$ cat src/rtl/axil_pkg.sv
// Shared AXI4-Lite definitions: response codes and write-controller states.
package axil_pkg;

  localparam logic [1:0] RESP_OKAY   = 2'b00;
  localparam logic [1:0] RESP_EXOKAY = 2'b01;
  localparam logic [1:0] RESP_SLVERR = 2'b10;
  localparam logic [1:0] RESP_DECERR = 2'b11;

  typedef enum logic [1:0] {
    S_COLLECT = 2'b00,
    S_WRITE   = 2'b01,
    S_RESP    = 2'b10
  } wr_state_e;

endpackage

$ cat src/rtl/axil_chan_capture.sv
// One-entry valid/ready holding register for a single AXI channel.
// Ready is high only while empty and out of reset; once a beat is
// captured the entry stays full until the owner pulses clear.
module axil_chan_capture #(
  parameter int unsigned WIDTH = 8
) (
  input  logic             clk,
  input  logic             rst,
  input  logic             in_valid,
  input  logic [WIDTH-1:0] in_data,
  output logic             in_ready,
  output logic             in_fire,
  input  logic             clear,
  output logic             full,
  output logic [WIDTH-1:0] data
);

  logic             full_q, full_d;
  logic [WIDTH-1:0] data_q, data_d;

  assign in_ready = !full_q && !rst;
  assign in_fire  = in_valid && in_ready;
  assign full     = full_q;
  assign data     = data_q;

  // Next entry state: clear empties it, a handshake fills it.
  always_comb begin
    full_d = full_q;
    data_d = data_q;
    if (clear) begin
      full_d = 1'b0;
    end
    if (in_fire) begin
      full_d = 1'b1;
      data_d = in_data;
    end
  end

  // Entry registers with synchronous reset.
  always_ff @(posedge clk) begin
    if (rst) begin
      full_q <= 1'b0;
      data_q <= '0;
    end else begin
      full_q <= full_d;
      data_q <= data_d;
    end
  end

endmodule

$ cat src/rtl/axil_write_ctrl_slave.sv
// AXI4-Lite slave write controller: joins AW and W, issues one register
// write strobe, then presents the B response until BREADY.
module axil_write_ctrl_slave
  import axil_pkg::*;
#(
  parameter int unsigned ADDR_WIDTH = 8,
  parameter int unsigned DATA_WIDTH = 32,
  parameter int unsigned NUM_REGS   = 16
) (
  input  logic                      ACLK,
  input  logic                      ARESETn,
  input  logic [ADDR_WIDTH-1:0]     AWADDR,
  input  logic                      AWVALID,
  output logic                      AWREADY,
  input  logic [DATA_WIDTH-1:0]     WDATA,
  input  logic [DATA_WIDTH/8-1:0]   WSTRB,
  input  logic                      WVALID,
  output logic                      WREADY,
  output logic [1:0]                BRESP,
  output logic                      BVALID,
  input  logic                      BREADY,
  output logic                      reg_wr_en,
  output logic [ADDR_WIDTH-3:0]     reg_wr_addr,
  output logic [DATA_WIDTH-1:0]     reg_wr_data,
  output logic [DATA_WIDTH/8-1:0]   reg_wr_strb
);

  localparam int unsigned STRB_W = DATA_WIDTH / 8;
  localparam int unsigned IDX_W  = ADDR_WIDTH - 2;
  localparam int unsigned WPAY_W = STRB_W + DATA_WIDTH;

  // Reset is active-high on this port despite its name.
  logic rst;
  assign rst = ARESETn;

  logic                  aw_full, aw_hs;
  logic                  w_full, w_hs;
  logic                  chan_clear;
  logic [ADDR_WIDTH-1:0] aw_addr;
  logic [WPAY_W-1:0]     w_payload;

  axil_chan_capture #(.WIDTH(ADDR_WIDTH)) u_aw_capture (
    .clk      (ACLK),
    .rst      (rst),
    .in_valid (AWVALID),
    .in_data  (AWADDR),
    .in_ready (AWREADY),
    .in_fire  (aw_hs),
    .clear    (chan_clear),
    .full     (aw_full),
    .data     (aw_addr)
  );

  axil_chan_capture #(.WIDTH(WPAY_W)) u_w_capture (
    .clk      (ACLK),
    .rst      (rst),
    .in_valid (WVALID),
    .in_data  ({WSTRB, WDATA}),
    .in_ready (WREADY),
    .in_fire  (w_hs),
    .clear    (chan_clear),
    .full     (w_full),
    .data     (w_payload)
  );

  wr_state_e         state_q, state_d;
  logic              wr_en_q, wr_en_d;
  logic              bvalid_q, bvalid_d;
  logic [1:0]        bresp_q, bresp_d;

  logic [ADDR_WIDTH-1:0] addr_eff;
  logic [IDX_W-1:0]      idx_eff;
  logic [1:0]            resp_code;
  logic                  join_done;

  // Decode the address that will be held after this edge: the incoming
  // one on an AW handshake, otherwise the one already captured.
  always_comb begin
    addr_eff  = aw_hs ? AWADDR : aw_addr;
    idx_eff   = addr_eff[ADDR_WIDTH-1:2];
    resp_code = RESP_OKAY;
    if ((addr_eff[1:0] != 2'b00) || (32'(idx_eff) >= NUM_REGS)) begin
      resp_code = RESP_SLVERR;
    end
    join_done = (aw_full || aw_hs) && (w_full || w_hs);
  end

  // FSM next-state and registered-output computation.
  always_comb begin
    state_d    = state_q;
    wr_en_d    = 1'b0;
    bvalid_d   = bvalid_q;
    bresp_d    = bresp_q;
    chan_clear = 1'b0;
    unique case (state_q)
      S_COLLECT: begin
        if (join_done) begin
          state_d = S_WRITE;
          bresp_d = resp_code;
          wr_en_d = (resp_code == RESP_OKAY);
        end
      end
      S_WRITE: begin
        state_d  = S_RESP;
        bvalid_d = 1'b1;
      end
      S_RESP: begin
        if (BREADY) begin
          state_d    = S_COLLECT;
          bvalid_d   = 1'b0;
          chan_clear = 1'b1;
        end
      end
      default: begin
        state_d  = S_COLLECT;
        bvalid_d = 1'b0;
      end
    endcase
  end

  // FSM state and registered outputs with synchronous reset.
  always_ff @(posedge ACLK) begin
    if (rst) begin
      state_q  <= S_COLLECT;
      wr_en_q  <= 1'b0;
      bvalid_q <= 1'b0;
      bresp_q  <= RESP_OKAY;
    end else begin
      state_q  <= state_d;
      wr_en_q  <= wr_en_d;
      bvalid_q <= bvalid_d;
      bresp_q  <= bresp_d;
    end
  end

  assign BVALID      = bvalid_q;
  assign BRESP       = bresp_q;
  assign reg_wr_en   = wr_en_q;
  assign reg_wr_addr = aw_addr[ADDR_WIDTH-1:2];
  assign reg_wr_data = w_payload[DATA_WIDTH-1:0];
  assign reg_wr_strb = w_payload[WPAY_W-1:DATA_WIDTH];

endmodule

$ cat config.mk
export PLATFORM = sky130hd
export DESIGN_NAME = axil_write_ctrl_slave
export DESIGN_NICKNAME = d
export VERILOG_FILES = /design/src/rtl/axil_pkg.sv /design/src/rtl/axil_chan_capture.sv /design/src/rtl/axil_write_ctrl_slave.sv
export SDC_FILE = /design/constraint.sdc
export NUM_CORES = 1
export LEC_CHECK = 0
export CAP_MARGIN = 30
export CORE_MARGIN = 2
export CORE_UTILIZATION = 46
export CTS_CLUSTER_SIZE = 25
export DETAILED_ROUTE_END_ITERATION = 8
export PLACE_DENSITY_LB_ADDON = 0.05
export SLEW_MARGIN = 10
export SYNTH_ARGS = -nofsm -noshare
export SYNTH_HDL_FRONTEND = slang
export SYNTH_HIERARCHICAL = 1
export SYNTH_SLANG_ARGS = --single-unit
$ cat constraint.sdc
create_clock -name ACLK -period 5.4 [get_ports ACLK]
set_clock_uncertainty 0.2 [all_clocks]
set_input_delay 1.62 -clock ACLK [delete_from_list [all_inputs] [get_ports ACLK]]
set_output_delay 1.62 -clock ACLK [all_outputs]
set_load 0.01 [all_outputs]
## Yosys cells after proc, flatten, opt, wreduce, memory -nomap -nowiden

Cells that the tools add are included.

| word-level totals | value |
|---|---|
| bits of input ports | 49 |
| word-level logic and storage cells | 47 |
| output and inout port bits | 48 |
| bits in registers | 52 |

| cells by class | value |
|---|---|
| magnitude comparators | 1 |
| equal/unequal tests | 4 |
| reductions and logical operators | 20 |
| bitwise logic cells | 2 |
| multiplexer cells | 12 |

Operators with widths:

| cell | number |
|---|---|
| 2-to-1 mux 8 bit | 1 |
| >= comparator 6 x 5 -> 1 bit (second input constant) | 1 |
| 2-to-1 mux 1 bit | 6 |
| 2-to-1 mux 2 bit | 3 |
| case mux 2 bit (3 select lines) | 1 |
| AND reduction 2 bit | 3 |
| nonzero test 2 bit | 3 |
| logical AND 1 bit | 5 |
| zero test 2 bit | 2 |
| inequality test 2 bit (second input constant) | 2 |
| zero test 1 bit | 3 |
| logical OR 1 bit | 3 |
| case mux 1 bit (3 select lines) | 1 |
| OR reduction 3 bit | 1 |
| equality test 2 x 1 -> 1 bit (second input constant) | 1 |
| equality test 2 bit (second input constant) | 1 |
| inverter 1 bit | 2 |

## Logic depth before layout (Yosys ltp)

Gate-level depths: netlist of the first run.

| depth | value |
|---|---|
| word-level depth | 8 |
| mapped depth | 7 |
| depth with buffers taken out | 6 |

## Cells and area by module

Netlist of the first run, hierarchy kept.

By module, submodules not included:

| module | sequential area each (um^2) | times used | cells each | area each (um^2) |
|---|---|---|---|---|
| axil_chan_capture (u_w_capture) | 740.7 | 1 | 170 | 1716.6 |
| axil_chan_capture (u_aw_capture) | 180.2 | 1 | 41 | 410.4 |
| axil_write_ctrl_slave | 100.1 | 1 | 24 | 224.0 |

## Least setup slack after synthesis of the first run

Ideal clock, no wire load.

| timing | value |
|---|---|
| path type | input to output |
| start point | input ARESETn |
| end point | output WREADY |
| setup slack | 1.634 ns |
| buffers on the path | 1 |
| data required time | 3.580 ns |
| stages on the path | 2 |
| data arrival time | 1.946 ns |
| cell sequence | clkbuf_1 -> nor2_1 |

| on the way | value |
|---|---|
| word-level cells in the longest chain between the ends | 2 |

Ends and longest elaborated chain:

| element | RTL line | RTL |
|---|---|---|
| start, declared | axil_write_ctrl_slave.sv:11 | `input logic ARESETn,` |
| zero test 1 bit | axil_chan_capture.sv:21 | `assign in_ready = !full_q && !rst;` |
| logical AND 1 bit | axil_chan_capture.sv:21 |  |
| end, declared | axil_write_ctrl_slave.sv:18 | `output logic WREADY,` |

No other way between the ends.

## Final worst setup path of the first run

| timing | value |
|---|---|
| start point | input ARESETn |
| end point | output AWREADY |

| on the way | value |
|---|---|
| word-level cells in the longest chain between the ends | 2 |

Ends and longest elaborated chain:

| element | RTL line | RTL |
|---|---|---|
| zero test 1 bit | axil_chan_capture.sv:21 |  |
| logical AND 1 bit | axil_chan_capture.sv:21 |  |
| end, declared | axil_write_ctrl_slave.sv:14 | `output logic AWREADY,` |

No other way between the ends.

==> results.md, run 1 <==
- CP arrival: about 2.5 ns
- Reg2Reg Depth: 5
- Post-Syn Nets: around 280
- Crit path kind: in -> out
- Outcome: finished, final reports clean
- Final worst path period share: 79.6%
- Final instance area: 0.00336 mm^2
- Hold path cells: 2
- Via/cell ratio: ~5
- Antenna Violating Nets Remaining: 0
- CTS H-tree lvls: 2
- Post-route insts no fill: between 300 and 400
- HP Start: u_aw_capture/data[0]
- Detailed-router iteration count before antenna repair: 4
- Iteration-0 DRC Markers: roughly 120
- VDD IR-drop max: approximately 0.19 mV
- Maximum clock insertion buffer count: 2
- Num CTS Buffers: 5
- Max FO, Critical Path: 3
- Worst EP required: between 3 and 4 ns
- Full die area: approximately 0.0057 mm^2
- CTS tree: yes
- Most frequent cells after synthesis: dfxtp_1, nand2b_1, nand4bb_1, o21ai_1, buf_2
- Reg-to-reg slack, setup: 3.45 ns
- Pwr/cell area: around 250 mW/mm^2
- Setup Viol. Count Final: 0
- Core footprint: approximately 0.0050 mm^2
- Hold Path Sink: u_aw_capture/data[0]
- Total GRT Usage: a little under a fifth
- Highest clock rate: between 200 and 250 MHz
- Area growth syn-to-layout: 42.9%
- Routed vias: between 1500 and 2000
- Most used flip-flop cell after synthesis: dfxtp_1
- Grt ovf: 0
- Synth area leaders: dfxtp_1, nand4bb_1, nand2b_1
- First-pass GRT wire length: about 8200 um
- Cells after Synth: 235
- Die width: 75.5 um
- Combinational power share: a little over a fifth
- Total Wirelength: 5290 um
- Largest net degree at the start of global routing: 95
- Rel. slew slack: between 50% and 60%
- Initial antenna violation count: 0
- Starting density of the core: around 47%
- Psw: 0.204 mW
- Pleak: roughly 1.2 nW
- Post-synthesis async set-or-reset flop share: 0%
- Nets: about 370
- Post-synth EDFFs: 0
- Seq cells post-synth: 51
- Slew Limit Fails: 0
- Post-synthesis sequential area ratio: approximately 43%
- Reg2reg end: BRESP[1]
- R2r startpoint: u_aw_capture/full
- Hold-fix buffers at CTS: 0
- Synth area leader: dfxtp_1
- Sw Ratio: 24.6%
- Post-CTS setup buffer count: 0
- Final Util: around 67%
- Routed len/inst: between 10 and 15 um
- Vias in the first global route: about 1800
- Fraction of layout cells with a size suffix above 1: under 10%
- Fin Setup TNS: 0 ns
- Ant. Diodes: 0
- PostCTS Resize Cnt: 0
- RePlAce Congestion: slightly below 0.8
- Max cap viols: 0
- Pint: about 0.62 mW
- DRC violation count after routing: 0
- Placed cell count: 380
- Power share of the sequential group: about half
- CP startpoint kind: input port
- Synth Cell Area: roughly 0.0024 mm^2
- Syn_area_per_cell: around 10 um^2
- Placed instance area: around 0.0033 mm^2
- Count of different cell masters after synthesis: 24
- Worst-Skew Late Latency: around 0.3 ns
- Worst-path clk slew: roughly 0.080 ns
- Sink Count: between 50 and 60
- Hold Crit Class: reg -> reg
- Crit-path slowest cell: clkdlybuf4s50_1
- Chip height: 75.5 um
- Port bufs: 95
- Most frequent cell after synthesis: dfxtp_1
- Synthesis Warnings: 6
- Top cell type's share of synthesized area: a little over two fifths
- Crit. End Element: output pin
- Top Ports: a little under 100
- Setup ws final: 1.10 ns
- Hold Violations, Final: 0
- CP cell instances: buf_2, nor2_1, clkdlybuf4s50_1
- Clock Tree Root: clkbuf_8
- Worst slack, placed: 1.11 ns
- # rows: 26
- Worst Tran Pin Value: 0.649 ns
- HPWL Detailed: ~3200 um
- Unrepaired setup endpoints after global routing: false
- Max incr delay on CP: just under 0.6 ns
- Power share of the clock group: 28.9%
- Minimum clock period: approximately 4.3 ns
==> registers in the layout (all words and copies together) (netlist names) <==
register	count
BVALID	1
BRESP	1
u_aw_capture/full	1
u_aw_capture/data	8
reg_wr_en	1
u_w_capture/full	1
u_w_capture/data	36
state_q	2
==> cell type report <==
cell class | count | area [um^2]
Multi-Input combinational cell | 158 | 1170
Sequential cell | 51 | 1020
Tap cell | 70 | 87.6
Inverter | 2 | 7.51
Clock buffer | 8 | 100
Timing Repair Buffer | 99 | 976
Fill cell | 447 | 1650
==> per-stage QoR <==
step,hold slack [ns],power (mW)
final,0.266,0.828
after global routing,0.286,0.866
after CTS,0.270,0.839
after detailed placement,0.254,0.598
after global placement,0.251,0.597
after floorplan,0.236,0.510
==> worst max path at each step <==
stage               startpoint      end  slack [ns]  depth (start not counted)
floorplan              ARESETn   WREADY        1.63                          2
global placement       ARESETn  AWREADY        1.12                          3
detailed placement     ARESETn  AWREADY        1.11                          3
CTS                    ARESETn  AWREADY        1.11                          3
global route           ARESETn  AWREADY        1.04                          3
finish                 ARESETn  AWREADY        1.10                          3
==> worst max-delay path: cells and delay by family <==
family                 cells  cell delay [ns]
buffers and inverters      2             0.69
and+or+nand+nor            1             0.17
==> cell usage in the layout (no fill, tap or decap), drive strengths merged <==
master and count:
clkdlybuf4s50 94, dfxtp 51, o21ai 45, nand2b 44, nand4bb 44, clkbuf 8
nor2 5, buf 5, nor2b 4, and2 3, or4 2, inv 2
o21ba 2, o22ai 2, and3b 1, or4b 1, o311ai 1, mux2i 1
nor3 1, conb 1, and2b 1
==> layer usage <==
| metal | routed length, um | up-vias | track usage, % |
|---|---|---|---|
| met5 | 0 | - | 0 |
| met4 | 93 | 0 | 9.36 |
| met3 | 385 | 8 | 4.89 |
| met2 | 2310 | 65 | 28.4 |
| met1 | 2500 | 925 | 24.3 |
| li1 | - | 998 | - |
==> kinds of logic (layout without fill, tap and decap cells) <==
kind of cell	Yosys count	count (layout)	share of synthesized area (%)
multiplexers	1	1	0.426
flip-flops	51	51	43.4
other	1	1	0.160
AO/OA/AOI/OAI	50	50	11.6
buffers and inverters	26	109	6.97
AND/OR/NAND/NOR	106	106	37.4
==> power groups by stage <==
| stage | Clock (mW) | Combinational [mW] | Sequential (mW) |
|---|---|---|---|
| 2_1_floorplan | 0 | 0.0776 | 0.433 |
| 3_3_place_gp | 0 | 0.173 | 0.424 |
| 3_5_place_dp | 0 | 0.174 | 0.424 |
| 4_1_cts | 0.248 | 0.175 | 0.416 |
| 5_1_grt | 0.259 | 0.188 | 0.419 |
| 6_report | 0.239 | 0.173 | 0.416 |
(Power assumes the default switching activity.)
==> run 2: changes to the inputs <==
- CORE_UTILIZATION: 46 -> 39
- clock period: 5.4 -> 3.7 ns (I/O delays scaled with it)
==> results.md, run 2 (synthesis results as in run 1) <==
- Detailed-router iteration count before antenna repair: 4 (unchanged)
- Final instance area: 0.00339 mm^2 (+0.93%)
- # rows: 28 (+7.7%)
- Final worst path period share: a little under 90%
- Pleak: 1.17 nW (+1.1%)
- Power share of the clock group: 28.9% (about the same)
- Hold Violations, Final: 0 (unchanged)
- VDD IR-drop max: 0.208 mV (+8.7%)
- Max FO, Critical Path: 3 (unchanged)
- Placed instance area: 0.00329 mm^2 (+0.96%)
- Most common cell after layout, fill and taps aside: clkdlybuf4s50_1
- Worst-Skew Late Latency: 0.30 ns (about the same)
- RePlAce Congestion: 0.704 (-11%)
- Unrepaired setup endpoints after global routing: false
- Grt ovf: 0 (unchanged)
- Hold Crit Class: reg -> reg
- Nets: 367 (+0.27%)
- Setup Viol. Count Final: 0 (unchanged)
- Combinational power share: 21.3% (+0.4 points)
- Power share of the sequential group: 49.8% (-0.4 points)
- Fin Setup TNS: 0 ns (unchanged)
- Port bufs: 95 (unchanged)
- Worst Setup SP: ARESETn
- Most frequent cells in the layout: clkdlybuf4s50_1, dfxtp_1, nand2b_1, nand4bb_1, o21ai_1
- Total Wirelength: 5510 um (+4.3%)
- HP Start: u_w_capture/data[33]
- HPWL Detailed: 3470 um (+7.2%)
- Pint: 0.915 mW (+47%)
- Rel. slew slack: 56.3% (-0.42 points)
- Fraction of layout cells with a size suffix above 1: 4.70% (+0.30 points)
- Vias in the first global route: 1869 (+3.0%)
- Die width: 81.6 um (+8.1%)
- Via/cell ratio: 5.04 (-2.1%)
- Chip height: 81.6 um (+8.1%)
- Slew Limit Fails: 0 (unchanged)
- Crit path kind: in -> out
- Area growth syn-to-layout: 44.3%
- Routed vias: 1984 (-0.60%)
- Top Ports: 97 (unchanged)
- Iteration-0 DRC Markers: 72 (-38%)
- Num CTS Buffers: 5 (unchanged)
- Minimum clock period: roughly 3.3 ns
- Post-CTS setup buffer count: 0 (unchanged)
- Clock Tree Root: clkbuf_8
- CP arrival: 1.94 ns (-0.54 ns)
- CTS H-tree lvls: 2 (unchanged)
- Ant. Diodes: 0 (unchanged)
- CTS tree: yes
- Overall Power: 1.22 mW (+47%)
- Antenna Violating Nets Remaining: 0 (unchanged)
- Post-route insts no fill: 394 (+1.5%)
- Layout filler cell count: 548 (+23%)
- Crit. End Element: output pin
- Outcome: finished, final reports clean
- First-pass GRT wire length: 8450 um (+2.9%)
- Sw Ratio: 24.8% (+0.17 points)
- Max reg flops: 36 (unchanged)
- PostCTS Resize Cnt: 0 (unchanged)
- DRC violation count after routing: 0 (unchanged)
- Highest clock rate: 308 MHz
- Hold-fix buffers at CTS: 0 (unchanged)
- CP startpoint kind: input port
- Worst hold slack: 0.265 ns (-0.000847 ns)
- Placed cell count: 386 (+1.6%)
- Initial antenna violation count: 0 (unchanged)
- Sink Count: 51 (unchanged)
- Psw: 0.301 mW (+48%)
- Total GRT Usage: 16.4% (-2.2 points)
- Maximum clock insertion buffer count: 2 (unchanged)
- Starting density of the core: 39.9% (-7.0 points)
- R2r startpoint: u_aw_capture/full
- Core footprint: 0.00589 mm^2 (+17%)
- Worst-path clk slew: 0.09 ns (about the same)
- Largest net degree at the start of global routing: 95 (unchanged)
- Routed len/inst: 14.0 um (+2.7%)
- Pwr/cell area: 358 mW/mm^2 (+46%)
- Worst Tran Pin Value: 0.655 ns (+0.00625 ns)
- Max cap viols: 0 (unchanged)
- Worst EP required: 2.39 ns (-1.19 ns)
- Full die area: 0.00667 mm^2 (+17%)
run 2: cell types whose count changed in the layout (fill, tap and decap cells not counted), sizes merged:
cell / delta
buf: +1
run 2: path summary, 6_finish.rpt:
| kind | endpoint | slack (ns) | cells after the start |
|---|---|---|---|
| worst max-delay path | AWREADY | 0.45 | 3 |
| worst min-delay path | u_w_capture/data[33] | 0.26 | 2 |
| worst max register to register | BRESP[1] | 1.74 | 5 |
| worst min register to register | u_w_capture/data[33] | 0.26 | 2 |
run 2: metal layers:
metal | global-route usage [%] | vias to the layer above | share of wire, % | wire length, um
li1 | - | 1003 | - | -
met1 | 20.3 | 915 | 47 | 2580
met2 | 26.7 | 62 | 45 | 2460
met3 | 6.26 | 4 | 7.8 | 429
met4 | 4.50 | 0 | 0.83 | 46
met5 | 0 | - | 0 | 0
run 2: area by class of cell:
type / count / area, um^2 / share of cell area [%]
multi-input cells: 158 / 1170 / 34.6
flip-flops and latches: 51 / 1020 / 30.1
repair buffers: 100 / 996 / 29.4
clock buffers: 8 / 100 / 2.95
well taps: 75 / 93.8 / 2.77
inverters: 2 / 7.51 / 0.221
run 2: metrics by stage:
step	worst slack, ns	utilization, %
after detailed placement	0.449	55.9
after CTS	0.449	57.6
after floorplan	0.954	-
after global routing	0.430	57.6
after global placement	0.417	55.9
final	0.449	57.6
run 2: critical path: stages:
cell and delay (ns):
buf_2 0.12, nor2_1 0.14, clkdlybuf4s50_1 0.57
run 2: power by group through the flow:
stage	Sequential [mW]	Combinational (mW)	Clock [mW]
after global routing	0.612	0.279	0.390
after CTS	0.607	0.262	0.364
after global placement	0.619	0.260	0
final	0.606	0.258	0.351
after floorplan	0.631	0.113	0
after detailed placement	0.619	0.260	0
